## src/rtl/adc_frame_align.sv

```systemverilog
// Bitslip training controller: slips the ISERDES word boundary until the frame-clock
// word matches FRAME_PATTERN, then watches for loss of alignment and retrains.
module adc_frame_align #(
  parameter logic [7:0] FRAME_PATTERN = 8'hF0,
  parameter int         LOCK_COUNT    = 16,
  parameter int         LOSS_COUNT    = 4,
  parameter int         SLIP_WAIT     = 4,
  parameter int         MAX_SLIPS     = 8
) (
  input  logic       adc_clk,
  input  logic       cpu_resetn,
  input  logic       align_en,
  input  logic [7:0] frmData,
  output logic       bitslip,
  output logic       aligned,
  output logic       align_err,
  output logic [3:0] slip_count,
  output logic [7:0] relock_cnt
);

  localparam int MW = $clog2(LOCK_COUNT + 1);
  localparam int LW = $clog2(LOSS_COUNT + 1);
  localparam int WW = $clog2(SLIP_WAIT + 1);

  localparam logic [MW-1:0] MATCH_LAST = MW'(LOCK_COUNT - 1);
  localparam logic [MW-1:0] MATCH_FULL = MW'(LOCK_COUNT);
  localparam logic [LW-1:0] MISS_LAST  = LW'(LOSS_COUNT - 1);
  localparam logic [WW-1:0] WAIT_LAST  = WW'(SLIP_WAIT - 1);
  localparam logic [3:0]    SLIP_MAX   = 4'(MAX_SLIPS);

  typedef enum logic [2:0] {
    ST_IDLE,
    ST_CHECK,
    ST_SLIP,
    ST_WAIT,
    ST_LOCKED,
    ST_FAIL
  } state_t;

  state_t          state, state_nxt;
  logic [MW-1:0]   match_cnt, match_nxt;
  logic [LW-1:0]   miss_cnt, miss_nxt;
  logic [WW-1:0]   wait_cnt, wait_nxt;
  logic [3:0]      slip_nxt;
  logic [7:0]      relock_nxt;
  logic            frame_ok;

  assign frame_ok = (frmData == FRAME_PATTERN);

  // slip_count is bumped on entry to SLIP so it already includes the pulse being issued
  always_comb begin
    state_nxt  = state;
    match_nxt  = match_cnt;
    miss_nxt   = miss_cnt;
    wait_nxt   = wait_cnt;
    slip_nxt   = slip_count;
    relock_nxt = relock_cnt;
    if (!align_en) begin
      state_nxt = ST_IDLE;
      match_nxt = '0;
      miss_nxt  = '0;
      wait_nxt  = '0;
      slip_nxt  = '0;
    end else begin
      unique case (state)
        ST_IDLE: begin
          state_nxt = ST_CHECK;
          match_nxt = '0;
          miss_nxt  = '0;
          slip_nxt  = '0;
        end
        ST_CHECK: begin
          if (frame_ok) begin
            if (match_cnt == MATCH_LAST) begin
              state_nxt = ST_LOCKED;
              match_nxt = MATCH_FULL;
              miss_nxt  = '0;
            end else begin
              match_nxt = match_cnt + 1'b1;
            end
          end else if (slip_count == SLIP_MAX) begin
            state_nxt = ST_FAIL;
          end else begin
            state_nxt = ST_SLIP;
            match_nxt = '0;
            slip_nxt  = slip_count + 1'b1;
          end
        end
        ST_SLIP: begin
          state_nxt = ST_WAIT;
          wait_nxt  = '0;
        end
        ST_WAIT: begin
          if (wait_cnt == WAIT_LAST) begin
            state_nxt = ST_CHECK;
            match_nxt = '0;
          end else begin
            wait_nxt = wait_cnt + 1'b1;
          end
        end
        ST_LOCKED: begin
          if (frame_ok) begin
            miss_nxt = '0;
          end else if (miss_cnt == MISS_LAST) begin
            state_nxt = ST_CHECK;
            miss_nxt  = '0;
            match_nxt = '0;
            slip_nxt  = '0;
            if (relock_cnt != 8'hFF) relock_nxt = relock_cnt + 1'b1;
          end else begin
            miss_nxt = miss_cnt + 1'b1;
          end
        end
        ST_FAIL: begin
          state_nxt = ST_FAIL;
        end
        default: begin
          state_nxt = ST_IDLE;
        end
      endcase
    end
  end

  // Status outputs are decoded from the next state so they are registered yet track state exactly
  always_ff @(posedge adc_clk or negedge cpu_resetn) begin
    if (!cpu_resetn) begin
      state      <= ST_IDLE;
      match_cnt  <= '0;
      miss_cnt   <= '0;
      wait_cnt   <= '0;
      slip_count <= '0;
      relock_cnt <= '0;
      bitslip    <= 1'b0;
      aligned    <= 1'b0;
      align_err  <= 1'b0;
    end else begin
      state      <= state_nxt;
      match_cnt  <= match_nxt;
      miss_cnt   <= miss_nxt;
      wait_cnt   <= wait_nxt;
      slip_count <= slip_nxt;
      relock_cnt <= relock_nxt;
      bitslip    <= (state_nxt == ST_SLIP);
      aligned    <= (state_nxt == ST_LOCKED);
      align_err  <= (state_nxt == ST_FAIL);
    end
  end

endmodule
```

## config.mk

```make
export PLATFORM = sky130hd
export DESIGN_NAME = adc_frame_align
export DESIGN_NICKNAME = d
export VERILOG_FILES = /design/src/rtl/adc_frame_align.sv
export SDC_FILE = /design/constraint.sdc
export NUM_CORES = 1
export LEC_CHECK = 0
export ABC_CLOCK_PERIOD_IN_PS = 2300
export BUFFER_PORTS_ARGS = -buffer_cell sky130_fd_sc_hd__buf_4
export CORE_MARGIN = 3
export CORE_UTILIZATION = 55
export CTS_CLUSTER_SIZE = 8
export DETAILED_ROUTE_END_ITERATION = 16
export HOLD_SLACK_MARGIN = 0.15
export MAX_ROUTING_LAYER = met4
export PLACE_DENSITY = 0.78
export SYNTH_ARGS = -nofsm -noshare
export SYNTH_HDL_FRONTEND = slang
export SYNTH_SLANG_ARGS = --single-unit
```

## constraint.sdc

```tcl
create_clock -name adc_clk -period 2.3 [get_ports adc_clk]
set_clock_uncertainty 0.15 [all_clocks]
set_input_delay 0.115 -clock adc_clk [delete_from_list [all_inputs] [get_ports adc_clk]]
set_output_delay 0.115 -clock adc_clk [all_outputs]
set_load 0.02 [all_outputs]
```

Word level (Yosys, flattened, before mapping)
Index checks and enable logic that the tools add are counted.

$add $sub $neg: 5. Equal/unequal tests: 26. Mux-type cells: 31. Bitwise operators: 1. Reduce and logical (&&, ||, !) cells: 6.

Operators with widths (count): $mux 3 (14); $mux 5 (7); $ne 3x3->1 const B (8); $mux 4 (5); $pmux 5 s4 (1); $pmux 3 s6 (1); $eq 3x2->1 const B (5); $reduce_and 5->1 (3); $eq 3x3->1 const B (4); $pmux 4 s3 (1); $pmux 3 s3 (1); $add 8x1->8 const B (1); $eq 8x8->1 const B (1); $ne 8x8->1 const B (1); $add 3x1->3 const B (2); $pmux 3 s2 (1); $add 5x1->5 const B (1); $eq 5x4->1 const B (1); $ne 5x1->1 const B (1); $add 4x1->4 const B (1); $eq 4x4->1 const B (1); $ne 4x1->1 const B (1); $ne 4x4->1 const B (1); $eq 3x1->1 const B (1); 5 further kinds (5).

Register bits after elaboration: 29. Bits of input ports: 11. Logic and storage cells: 78.

Longest topological paths before layout
Gate-level depths: netlist of run 1.

Word-level depth: 6. Mapped depth: 7. Mapped depth without buffers: 7.

Least setup slack after synthesis of run 1
No wires, ideal clock.

Path kind: reg-to-reg. Start: register, netlist name match_cnt[0]. End: register slip_count[1]. Arrival time: 1.862 ns. Data required time: 2.028 ns. Slack: 0.166 ns. Stages on the path, launching flop included: 8. Buffers on the path: 0. Clock period less this slack: 2.134 ns. Cells stage by stage: dfrtp_1 ha_1 and3_1 ha_1 nor4_1 a311oi_4 nor3b_2 a32o_1.

RTL lines: to (signal assigned) (RTL line 141) `slip_count <= slip_nxt;`; to (decl) (RTL line 17) `output logic [3:0] slip_count,`.

==> results of run 1 <==
layer usage:
metal / share of wire / vias up / wire length [um] / global-route usage
met5: 0 / - / 0 / -
met4: 0.024 / 0 / 80 / 0.104
met3: 0.048 / 9 / 159 / 0.0605
met2: 0.49 / 26 / 1620 / 0.344
met1: 0.43 / 617 / 1420 / 0.247
li1: - / 652 / - / -
placed cells by master, fill, tap and decap left out, types with 2 or more instances in the layout:
cell | Yosys | layout
sky130_fd_sc_hd__xor2_1 | 3 | 3
sky130_fd_sc_hd__clkbuf_1 | 1 | 3
sky130_fd_sc_hd__or3_1 | 2 | 2
sky130_fd_sc_hd__nand2b_1 | 7 | 7
sky130_fd_sc_hd__a21boi_0 | 2 | 2
sky130_fd_sc_hd__o21ai_0 | 8 | 8
sky130_fd_sc_hd__a31oi_1 | 3 | 3
sky130_fd_sc_hd__a21oi_1 | 4 | 4
sky130_fd_sc_hd__nand3b_1 | 2 | 2
sky130_fd_sc_hd__ha_1 | 8 | 7
sky130_fd_sc_hd__nor2_1 | 11 | 11
sky130_fd_sc_hd__and3_1 | 7 | 7
sky130_fd_sc_hd__dfrtp_1 | 29 | 29
sky130_fd_sc_hd__o211ai_1 | 2 | 2
sky130_fd_sc_hd__a22oi_1 | 2 | 2
sky130_fd_sc_hd__a21o_1 | 4 | 4
sky130_fd_sc_hd__nand4_1 | 4 | 4
sky130_fd_sc_hd__dlygate4sd3_1 | 0 | 3
sky130_fd_sc_hd__a22o_1 | 2 | 2
sky130_fd_sc_hd__inv_1 | 12 | 12
sky130_fd_sc_hd__nor3_1 | 3 | 3
sky130_fd_sc_hd__and2_1 | 3 | 3
sky130_fd_sc_hd__buf_4 | 1 | 32
sky130_fd_sc_hd__xnor2_1 | 6 | 6
sky130_fd_sc_hd__nand3_1 | 2 | 2
sky130_fd_sc_hd__nor2b_1 | 3 | 3
sky130_fd_sc_hd__nand2_1 | 10 | 10
sky130_fd_sc_hd__clkbuf_4 | 0 | 5
layout make-up:
type / instances / area share
Timing Repair Buffer: 36 / 0.147
Clock buffer: 8 / 0.0247
Multi-Input combinational cell: 116 / 0.419
Sequential cell: 29 / 0.367
Tap cell: 31 / 0.0196
Inverter: 12 / 0.0228
critical path: cells and delay by family, from the launching register on:
kind            cells  cell delay (ns)
fa+ha+maj           2             0.44
buf+inv             1             0.16
simple gates        3             0.66
flops               1             0.42
compound gates      2             0.26
sequential cells by signal (all words and copies together) (netlist names):
signal,flops
slip_count,4
wait_cnt,3
bitslip,1
aligned,1
match_cnt,5
state,3
align_err,1
miss_cnt,3
relock_cnt,8
where the power goes:
group          internal, mW  switching, mW
clock                 0.122          0.166
combinational        0.0517         0.0626
sequential            0.516        0.00402
total                 0.689          0.232
worst min path at each step:
stage / to / cells after the start / slack, ns
final: miss_cnt[2]$_DFFE_PN0P_ / 5 / 0.23
after global routing: miss_cnt[2]$_DFFE_PN0P_ / 5 / 0.26
after CTS: miss_cnt[2]$_DFFE_PN0P_ / 5 / 0.20
after detailed placement: miss_cnt[1]$_DFFE_PN0P_ / 1 / -0.09
after global placement: miss_cnt[1]$_DFFE_PN0P_ / 1 / -0.1
after floorplan: align_err$_DFF_PN0_ / 0 / -0.33
what timing repair did:
| item | CTS | global route |
|---|---|---|
| gates resized for setup | 0 | 3 |
| hold endpoints to repair | 43 | 0 |
| hold buffers | 4 | 0 |
| setup endpoints to repair | 0 | 2 |
metrics by stage:
| step | total power [mW] | worst slack, ns | utilization |
|---|---|---|---|
| floorplan | 0.591 | 0.166 | - |
| global placement | 0.632 | 0.126 | 0.670 |
| detailed placement | 0.634 | 0.0635 | 0.670 |
| CTS | 0.934 | 0.0585 | 0.706 |
| global route | 0.968 | -0.00501 | 0.711 |
| finish | 0.921 | 0.125 | 0.711 |
kinds of logic after synthesis:
family	Yosys count	synth area share
buffers and inverters	17	0.0479
AND/OR/NAND/NOR	60	0.208
AO/OA/AOI/OAI	37	0.172
XOR/XNOR	9	0.0487
flip-flops	29	0.449
multiplexers	2	0.0131
adder cells (fa/ha/maj)	8	0.0619
==> results.txt, run 1 <==
- Port buffering added 25 buffers.
- Worst setup SP type: flip-flop
- Share of cells above drive strength 1: 0.229
- Once the clock tree was built, the setup fixing pass inserted 0 buffers.
- Post-Syn Instances: 162
- Wire length of the first global-routing pass: 5460 um
- Proportion of register bits with asynchronous set or reset after synthesis: 1.00
- The slowest stage of the critical path belongs to the cell sky130_fd_sc_hd__dfrtp_1.
* Filler cells: 229
* Count of nets after finishing: 219
- The worst pin sits at a relative slew slack of 0.642.
- In this run, the number of DRC markers left after iteration 0 of detailed routing was 37.
- Clock-pin slew was measured on the worst setup and hold paths at 0.09 ns.
- The commonest cells after synthesis are sky130_fd_sc_hd__dfrtp_1, sky130_fd_sc_hd__inv_1, sky130_fd_sc_hd__nor2_1, sky130_fd_sc_hd__nand2_1.
- The repair_antennas step left the layout with diodes totalling 0.
- Most repeated cell in the gate-level netlist after synthesis: sky130_fd_sc_hd__dfrtp_1
* Worst hold slack: 0.229 ns
- TritonCTS created 5 clock buffers.
- Yosys warnings: 0
* Remaining global-route overflow: 0
* Number of failing hold endpoints at the final stage: 0
- The mapped netlist covers 1620 sq um.
* Clock root cell: sky130_fd_sc_hd__clkbuf_4
* Final cell area excluding filler cells: 1980 sq um
- The critical path is of the flip-flop to flip-flop type.
- The clock net in this run drives a total of 29 sinks.
- The count of nets left with antenna violations once routing finished came out at 0.
* Synth-to-Final Area Change: 22.3%
* Series of cell instances along the critical path: ha_1, and3_1, ha_2, nor4_2, buf_4, a311oi_4, nor3b_4, a32o_1
- In this run the mean area of a mapped cell was 9.99 sq um.
* Maximum number of pins on one net before global-route repair: 30
- In this run the critical register-to-register path is captured at slip_count[1]$_DFFE_PN0P_.
- The clock passes through at most 2 buffers.
- In the global route stage, overall resource usage came out at 0.215.
- The later pin in the worst-skew pair is clocked with a latency of 0.33 ns.
* H-tree level count: 2
- The final layout contains routed wiring with a total length of 3280 um.
* Effective utilization at floorplan: 0.582
* Average wire length per cell after detail routing: 14.1 um
* DRC violations left: 0
- The most critical setup path has its startpoint at match_cnt[0]$_DFFE_PN0P_.
* Slew at the pin closest to its max-slew limit: 0.537 ns
* Number of standard-cell rows in the floorplan: 19
- Across the VDD grid, the largest voltage drop is 0.000419 V.
- Setup violations remaining at the end of the flow were counted as 0.
* FF+latch area: 726 sq um
- Endpoint of the worst setup timing path: slip_count[1]$_DFFE_PN0P_
- Pre-antenna DRT Iters: 4
- Worst r2r src: match_cnt[0]$_DFFE_PN0P_
- The number of antenna violations at the first check in global routing is 0.
- The die is 60.2 um wide.
- By area the synthesized netlist is led by sky130_fd_sc_hd__dfrtp_1, sky130_fd_sc_hd__ha_1, sky130_fd_sc_hd__xnor2_1, sky130_fd_sc_hd__inv_1, sky130_fd_sc_hd__and3_1.
- The tool flagged a number of max-cap violations equal to 0.
* Worst Path Max Fanout: 4
* Vias in the first global route: 1244
- Core Footprint: 2780 sq um
- Routed vias/inst: 5.62
- The floorplan step defined a die boundary enclosing 3630 sq um.
- During I/O placement, the number of pins put on the boundary was 26.
- Final estimated routing congestion in global placement: 0.897
- On the worst path, the slowest cell contributes a delay of 0.42 ns.
* Cell variety after synth: 47
* Final std cells w/o fill: 232
* Source of the worst hold timing path: frmData[3]
- Shortest period the worst path allows: 2.18 ns
* Placed standard-cell area: 1860 sq um
- Number of synthesized flops with an enable pin: 0
- Clock tree from TritonCTS: built
- Area leader, netlist: sky130_fd_sc_hd__dfrtp_1
* Die Height: 60.2 um
- Area occupied by multi-input gates: 830 sq um
* Half-perimeter wire length after detailed placement: 2440 um
- Total number of vias: 1304
* Fraction of synthesized cell area taken by the top area cell type: 0.449
* Sequential element share of the synthesized area: 0.449
* Period utilization: 0.946
- Maximum operating frequency: 460 MHz
* Power density normalized to cell area: 466 nW/um^2
* Summed negative setup slack over all endpoints: 0 ns
- Leakage power summed over all cells: 0.961 nW
- For the worst setup path, the data arrival time is 2.24 ns.
* Run status: finished clean
* Total count of max-transition violations in the final report: 0
- Worst R2R Path Depth: 8
- At the worst endpoint, the required time is 2.36 ns.
* Instance count after placement with tap cells included: 220
* CP endpoint kind: flip-flop
- Register bit total from synthesis: 29
- Post-synthesis net count: 181
- Worst setup slack for register-to-register paths: 0.12 ns
- Dominant register cell in the synthesized netlist: sky130_fd_sc_hd__dfrtp_1
- Classification of the worst-slack hold path: input pin to flip-flop
(Power assumes the default switching activity.)
==> inputs of run 2 (changes only) <==
--- a/config.mk
+++ b/config.mk
@@ -13,7 +13,7 @@
 export DETAILED_ROUTE_END_ITERATION = 16
 export HOLD_SLACK_MARGIN = 0.15
 export MAX_ROUTING_LAYER = met4
-export PLACE_DENSITY = 0.78
+export PLACE_DENSITY = 0.84
 export SYNTH_ARGS = -nofsm -noshare
 export SYNTH_HDL_FRONTEND = slang
 export SYNTH_SLANG_ARGS = --single-unit
==> run 2 against run 1 <==
Design area is 0.25% higher. First-iteration DRC count rose by 120%. Critical path depth did not move. Sequential power about the same. Via count is 2.9% higher. Clock power rose by 9.4%. Fmax down 2.4%. Die area stayed put. Critical endpoint unchanged. Largest power group unchanged.
==> results.txt, run 2 (synthesized netlist as in run 1, its figures left out) <==
* Clock Pin Slew Worst Setup and Hold Paths: 0.09 ns (about the same)
- Max FFs per register: 8 (unchanged)
- The count of endpoints failing hold in the final timing report came to 0 (unchanged).
- Worst slack at placement: 0.0804 ns (+0.0169 ns)
* Total number of vias: 1342 (+2.9%)
* Maximum operating frequency: 448 MHz (-2.4%)
- Register ranked first by flip-flop count: relock_cnt
- The largest incremental delay on the critical path was 0.41 ns (about the same).
- The total of max-cap violations was 0 (unchanged).
- The total leakage power was 0.968 nW (+0.77%).
* Worst r2r src: match_cnt[0]$_DFFE_PN0P_
- The largest registers in the layout are relock_cnt (8), match_cnt (5), slip_count (4).
- The final setup TNS came to 0 ns (unchanged).
* Shortest period the worst path allows: 2.23 ns (+0.0544 ns)
- Series of cell instances along the critical path: ha_1, and3_1, ha_1, nor4_2, buf_4, a311oi_4, nor3b_2, a32o_1
* Routed vias/inst: 5.78 (+2.9%)
- The design area was 1980 sq um (+0.25%).
- Instance count after placement with tap cells included: 220 (unchanged)
* Placed standard-cell area: 1860 sq um (unchanged)
* Worst setup SP type: flip-flop
- The number of nets in the layout came to 220 (+0.46%).
- Pre-antenna DRT Iters: 5 (+1)
- Effective utilization at floorplan: 0.582 (unchanged)
- The worst hold slack after final layout is 0.240 ns (+0.0117 ns).
- Antenna diode count: 0 (unchanged)
* Period utilization: 0.970 (+0.0237)
- Leaving out fill and tap cells, the most frequent cell in the layout is sky130_fd_sc_hd__buf_4.
- The row count came to 19 (unchanged).
- Delay-heaviest family, CP: simple AND/OR/NAND/NOR gates
- From synthesis to final layout, the design area changed by 22.6%.
* Final std cells w/o fill: 232 (unchanged)
- Classification of the worst-slack hold path: input pin to flip-flop
* Clock tree from TritonCTS: built
* Slew at the pin closest to its max-slew limit: 0.558 ns (+0.0213 ns)
* Core Footprint: 2780 sq um (unchanged)
- The power density over the cells is 477 nW/um^2 (+2.4%).
- The H-tree level count was 2 (unchanged).
* Maximum count of clock buffers along a single path: 2 (unchanged)
- Clock network latency to the later pin of the worst-skew pair: 0.34 ns (about the same)
- The count of boundary I/O pins came to 26 (unchanged).
* Data arrival at the endpoint of the critical path: 2.31 ns (+0.07 ns)
* CP most frequent cell: sky130_fd_sc_hd__ha_1
- Die Height: 60.2 um (unchanged)
* Final estimated routing congestion in global placement: 0.921 (+2.7%)
- Overall routed net length: 3420 um (+4.3%)
- Violation count after the first detailed-route iteration: 82 (+120%)
- Number of buffer cells added on primary ports: 25 (unchanged)
- In this run the most critical hold path is launched from frmData[2].
- Run status: finished clean
* Worst path setup slack after routing: 0.0701 ns (-0.0544 ns)
* Die outline area: 3630 sq um (unchanged)
- The via count of the first global-routing pass came to 1268 (+1.9%).
- Crit-path slowest cell: sky130_fd_sc_hd__dfrtp_1
* DRC violations left: 0 (unchanged)
- STA classifies the critical path endpoint as a flip-flop.
- Setup-failing EPs final: 0 (unchanged)
- Average wire length per cell after detail routing: 14.8 um (+4.3%)
- Total count of max-transition violations in the final report: 0 (unchanged)
- The worst endpoint required time is 2.38 ns (+0.02 ns).
* Overall die width: 60.2 um (unchanged)
- The largest vdd supply drop came to 0.000455 V (+8.6%).
- The sum of overflow across all layers after global routing came to 0 (unchanged).
* Crit path buf inv count: 1 (unchanged)
* Commonest cells after routing, fill and taps aside: sky130_fd_sc_hd__buf_4, sky130_fd_sc_hd__dfrtp_1, sky130_fd_sc_hd__inv_1
- Launch point of the worst path: match_cnt[0]$_DFFE_PN0P_
- The clock buffer count from CTS was 5 (unchanged).
* Worst Path Max Fanout: 4 (unchanged)
* Initial antenna violation count: 0 (unchanged)
* Share of cells above drive strength 1: 0.234 (+0.00498)
- The first-pass GRT wire length is 5490 um (+0.38%).
- Post-DRT Antenna Nets: 0 (unchanged)
- The worst slew margin relative to its limit was 0.628 (-0.0142).
* Half-perimeter wire length after detailed placement: 2450 um (about the same)
- Start-to-end type of the worst setup path: flip-flop to flip-flop
- In this run the clock root is driven by a sky130_fd_sc_hd__clkbuf_4.
- Maximum number of pins on one net before global-route repair: 30 (unchanged)
- The global routing usage summed across all routing layers is 0.218 (+0.00290).
* Clock sink count: 29 (unchanged)
## run 2: final cells by class
class                      count  area [sq um]
sequential                    29           726
inverter                      12          45.0
multi-input combinational    116           821
clock buffer                   7          55.1
timing repair buffer          37           298
fill                         202           798
tap                           31          38.8
## run 2: final timing paths
check	slack (ns)	to	cells past startpoint
max in group asynchronous	1.19	relock_cnt[7]$_DFFE_PN0P_	4
min in group asynchronous	0.64	slip_count[1]$_DFFE_PN0P_	4
max	0.07	slip_count[1]$_DFFE_PN0P_	8
min reg2reg	0.35	relock_cnt[5]$_DFFE_PN0P_	1
min	0.24	miss_cnt[2]$_DFFE_PN0P_	5
max reg2reg	0.07	slip_count[1]$_DFFE_PN0P_	8
## run 2: power breakdown
group / leakage, nW / switching (mW) / internal [mW]
Clock: 0.0314 / 0.170 / 0.144
Sequential: 0.402 / 0.00449 / 0.516
Combinational: 0.535 / 0.0615 / 0.0504
Total: 0.968 / 0.236 / 0.710
## run 2: worst min-delay path: stages
cell and delay [ns]:
sky130_fd_sc_hd__buf_4 0.08, sky130_fd_sc_hd__or4_4 0.13, sky130_fd_sc_hd__o21bai_1 0.12, sky130_fd_sc_hd__nor2_1 0.11, sky130_fd_sc_hd__o21a_1 0.13
## run 2: metrics by stage
stage | utilization | total power [mW]
final | 0.713 | 0.946
after global routing | 0.713 | 0.988
after CTS | 0.708 | 0.953
after detailed placement | 0.670 | 0.633
after global placement | 0.670 | 0.630
after floorplan | - | 0.591
## run 2: metal layers
metal	global-route usage	share of wire	wire length, um	vias to the layer above
met3	0.0497	0.043	147	7
met1	0.236	0.43	1470	649
li1	-	-	-	650
met2	0.369	0.51	1740	36
met4	0.114	0.018	63	0
met5	-	0	0	-
## run 2: repair_timing
action	in CTS	in global routing
hold buffers	4	0
buffers inserted	0	1
endpoints found under the setup margin	0	2
endpoints found under the hold margin	41	0
gates resized for setup	0	1
==> inputs of run 3 (changes only) <==
--- a/config.mk
+++ b/config.mk
@@ -14,6 +14,8 @@
 export HOLD_SLACK_MARGIN = 0.15
 export MAX_ROUTING_LAYER = met4
 export PLACE_DENSITY = 0.84
+export REMOVE_ABC_BUFFERS = 1
 export SYNTH_ARGS = -nofsm -noshare
 export SYNTH_HDL_FRONTEND = slang
 export SYNTH_SLANG_ARGS = --single-unit
+export TNS_END_PERCENT = 1
==> run 3 against run 2 <==
First-iteration DRC count decreased by 40%. Clock-buffer cell count unchanged. Non-clock buffer count down 2. Wire length is 0.20% lower. Critical path type unchanged. Critical endpoint unchanged. Highest routed layer unchanged.
==> results.txt, run 3 (synthesized netlist as in run 1, its figures left out) <==
- The flow ran to the end, and the final reports show no timing, DRC or antenna violations.
* Post-DRT Antenna Nets: 0 (unchanged)
- Violation count after the first detailed-route iteration: 49 (-40%)
- Fraction of met1 tracks used by global routing: 0.250 (+0.0139)
- Maximum count of clock buffers along a single path: 2 (unchanged)
* Series of cell instances along the critical path: ha_1, and3_1, ha_1, nor4_2, buf_4, a311oi_4, nor3b_2, a32o_1
- Peak per-stage delay on the critical path: 0.42 ns (about the same)
* Die Height: 60.2 um (unchanged)
* Clock tree from TritonCTS: built
* Final estimated routing congestion in global placement: 0.910 (-1.2%)
- The count of boundary I/O pins came to 26 (unchanged).
- Antenna diode count: 0 (unchanged)
- Setup-failing EPs final: 0 (unchanged)
- Worst Path Max Fanout: 4 (unchanged)
- Initial antenna violation count: 0 (unchanged)
- Filler cells: 198 (-2.0%)
- Met2 track demand over resource: 0.363 (-0.00617)
* Overall die width: 60.2 um (unchanged)
* Source of the worst hold timing path: frmData[2]
- The worst reg-to-reg setup slack came to 0.11 ns (+0.04 ns).
- Biggest registers after layout: relock_cnt (8), match_cnt (5), slip_count (4)
- Counting flops per register, the top entry is relock_cnt.
- Delay-heaviest family, CP: simple AND/OR/NAND/NOR gates
- The floorplan die area was 3630 sq um (unchanged).
* Slew headroom: 0.637 (+0.00886)
- Number of max-cap violations: 0 (unchanged)
- Overall routed net length: 3420 um (-0.20%)
- The path with the worst hold slack has its endpoint at miss_cnt[2]$_DFFE_PN0P_.
- Commonest cells after routing, fill and taps aside: sky130_fd_sc_hd__buf_4, sky130_fd_sc_hd__dfrtp_1, sky130_fd_sc_hd__inv_1
* Start-to-end type of the worst setup path: flip-flop to flip-flop
- Worst hold slack: 0.257 ns (+0.0169 ns)
- In this run the most used layer during global routing was met2.
- Clock Pin Slew Worst Setup and Hold Paths: 0.10 ns (about the same)
- The cell count of the worst hold path came to 5 (unchanged).
- Effective utilization at floorplan: 0.582 (unchanged)
* Number of standard-cell rows in the floorplan: 19 (unchanged)
* Worst setup SP type: flip-flop
- Maximum operating frequency: 457 MHz (+1.9%)
- Worst r2r src: match_cnt[0]$_DFFE_PN0P_
* Remaining global-route overflow: 0 (unchanged)
- The critical path arrival was 2.26 ns (-0.05 ns).
* Power density normalized to cell area: 498 nW/um^2 (+4.4%)
- The largest net degree at the start of global routing is 30 (unchanged).
- The final critical delay including setup and external delays came to 2.19 ns (-0.0422 ns).
- The global routing usage summed across all routing layers was 0.219 (+0.000968).
- The part of the cycle the worst path needs came to 0.951 (-0.0183).
* Clock sink count: 29 (unchanged)
* Pre-antenna DRT Iters: 4 (-1)
- The routing usage on met3 was 0.0605 (+0.0108).
* Leakage power summed over all cells: 0.967 nW (-0.10%)
- Worst R2R Path Depth: 8 (unchanged)
* Total number of vias: 1330 (-0.89%)
- The clock buffer count from CTS was 5 (unchanged).
* Routed vias/inst: 5.76 (-0.47%)
- Total count of max-transition violations in the final report: 0 (unchanged)
* Crit path buf inv count: 1 (unchanged)
* H-tree level count: 2 (unchanged)
- Terminus of the critical flop-to-flop path: slip_count[1]$_DFFE_PN0P_
* Clock network latency to the later pin of the worst-skew pair: 0.32 ns (-0.02 ns)
* Wire length of the first global-routing pass: 5640 um (+2.9%)
* Synth-to-Final Area Change: 22.6% (unchanged)
- Clock root cell: sky130_fd_sc_hd__clkbuf_4
* Classification of the worst-slack hold path: input pin to flip-flop
* Slew at the pin closest to its max-slew limit: 0.545 ns (-0.0133 ns)
- Max FFs per register: 8 (unchanged)
- Crit-path slowest cell: sky130_fd_sc_hd__dfrtp_1
- The final setup TNS came to 0 ns (unchanged).
- The via count of the first global-routing pass came to 1332 (+5.0%).
* Number of buffer cells added on primary ports: 25 (unchanged)
- Commonest non-fill, non-tap cell in the layout: sky130_fd_sc_hd__buf_4
- Number of failing hold endpoints at the final stage: 0 (unchanged)
- The routed length per instance came to 14.8 um (+0.23%).
* Count of nets after finishing: 218 (-0.91%)
- Worst VDD drop: 0.000467 V (+2.7%)
- Half-perimeter wire length after detailed placement: 2470 um (+1.1%)
* Count of buffers added by post-CTS timing repair for setup: 0 (unchanged)
* Required arrival time at the worst endpoint: 2.37 ns (about the same)
* CP endpoint kind: flip-flop
- The area of the placeable core was 2780 sq um (unchanged).
- The number of remaining DRC errors came to 0 (unchanged).
* Share of cells above drive strength 1: 0.235 (+0.00117)
* Unrepaired setup endpoints after global routing: false
- Among the stages of the critical path, the cell type that occurs most often is sky130_fd_sc_hd__ha_1.
[run 3: worst max-delay path by stage]
stage	from	end	cells after the start
6_report	match_cnt[0]$_DFFE_PN0P_	slip_count[1]$_DFFE_PN0P_	8
5_1_grt	match_cnt[0]$_DFFE_PN0P_	slip_count[1]$_DFFE_PN0P_	8
4_1_cts	match_cnt[0]$_DFFE_PN0P_	slip_count[1]$_DFFE_PN0P_	8
3_5_place_dp	match_cnt[0]$_DFFE_PN0P_	slip_count[1]$_DFFE_PN0P_	8
3_3_place_gp	frmData[1]	slip_count[1]$_DFFE_PN0P_	6
2_1_floorplan	match_cnt[0]$_DFFE_PN0P_	slip_count[1]$_DFFE_PN0P_	7
[run 3: per-stage QoR]
stage	std cells	util	area, sq um	setup slack, ns	power, mW
after floorplan	157	-	1590	0.156	0.586
after global placement	219	0.668	1860	0.145	0.630
after detailed placement	219	0.668	1860	0.00585	0.633
after CTS	231	0.713	1980	0.0491	0.994
after global routing	231	0.713	1980	0.0386	1.03
final	231	0.713	1980	0.112	0.987
[run 3: area by class of cell]
cell class | instances | area [sq um] | area share
Multi-Input combinational cell | 116 | 821 | 0.414
Sequential cell | 29 | 726 | 0.366
Timing Repair Buffer | 35 | 283 | 0.143
Clock buffer | 7 | 65.1 | 0.0328
Inverter | 12 | 45.0 | 0.0227
Tap cell | 31 | 38.8 | 0.0196
Clock inverter | 1 | 5.00 | 0.00252
[run 3: worst register-to-register path, cell delays in order (launching register included)]
cell                       delay (ns)
sky130_fd_sc_hd__dfrtp_1         0.42
sky130_fd_sc_hd__ha_1            0.22
sky130_fd_sc_hd__and3_1          0.19
sky130_fd_sc_hd__ha_1            0.23
sky130_fd_sc_hd__nor4_2          0.26
sky130_fd_sc_hd__buf_4           0.17
sky130_fd_sc_hd__a311oi_4        0.04
sky130_fd_sc_hd__nor3b_2         0.21
sky130_fd_sc_hd__a32o_1          0.20
[run 3: report_power, final]
group	switching, mW	total [mW]	internal (mW)
Combinational	0.0616	0.112	0.0503
Sequential	0.00413	0.520	0.516
Clock	0.178	0.355	0.177
Total	0.244	0.987	0.743
[run 3: metal layers]
layer | vias up | part of all wire
met2 | 46 | 0.50
met1 | 631 | 0.42
li1 | 647 | -
met4 | 0 | 0.016
met3 | 6 | 0.056
met5 | - | 0
[run 3: timing repair]
item	in CTS	in global routing
endpoints found under the hold margin	41	0
pin swaps	0	1
hold buffers	4	0
gates resized for setup	1	0
setup endpoints to repair	1	1
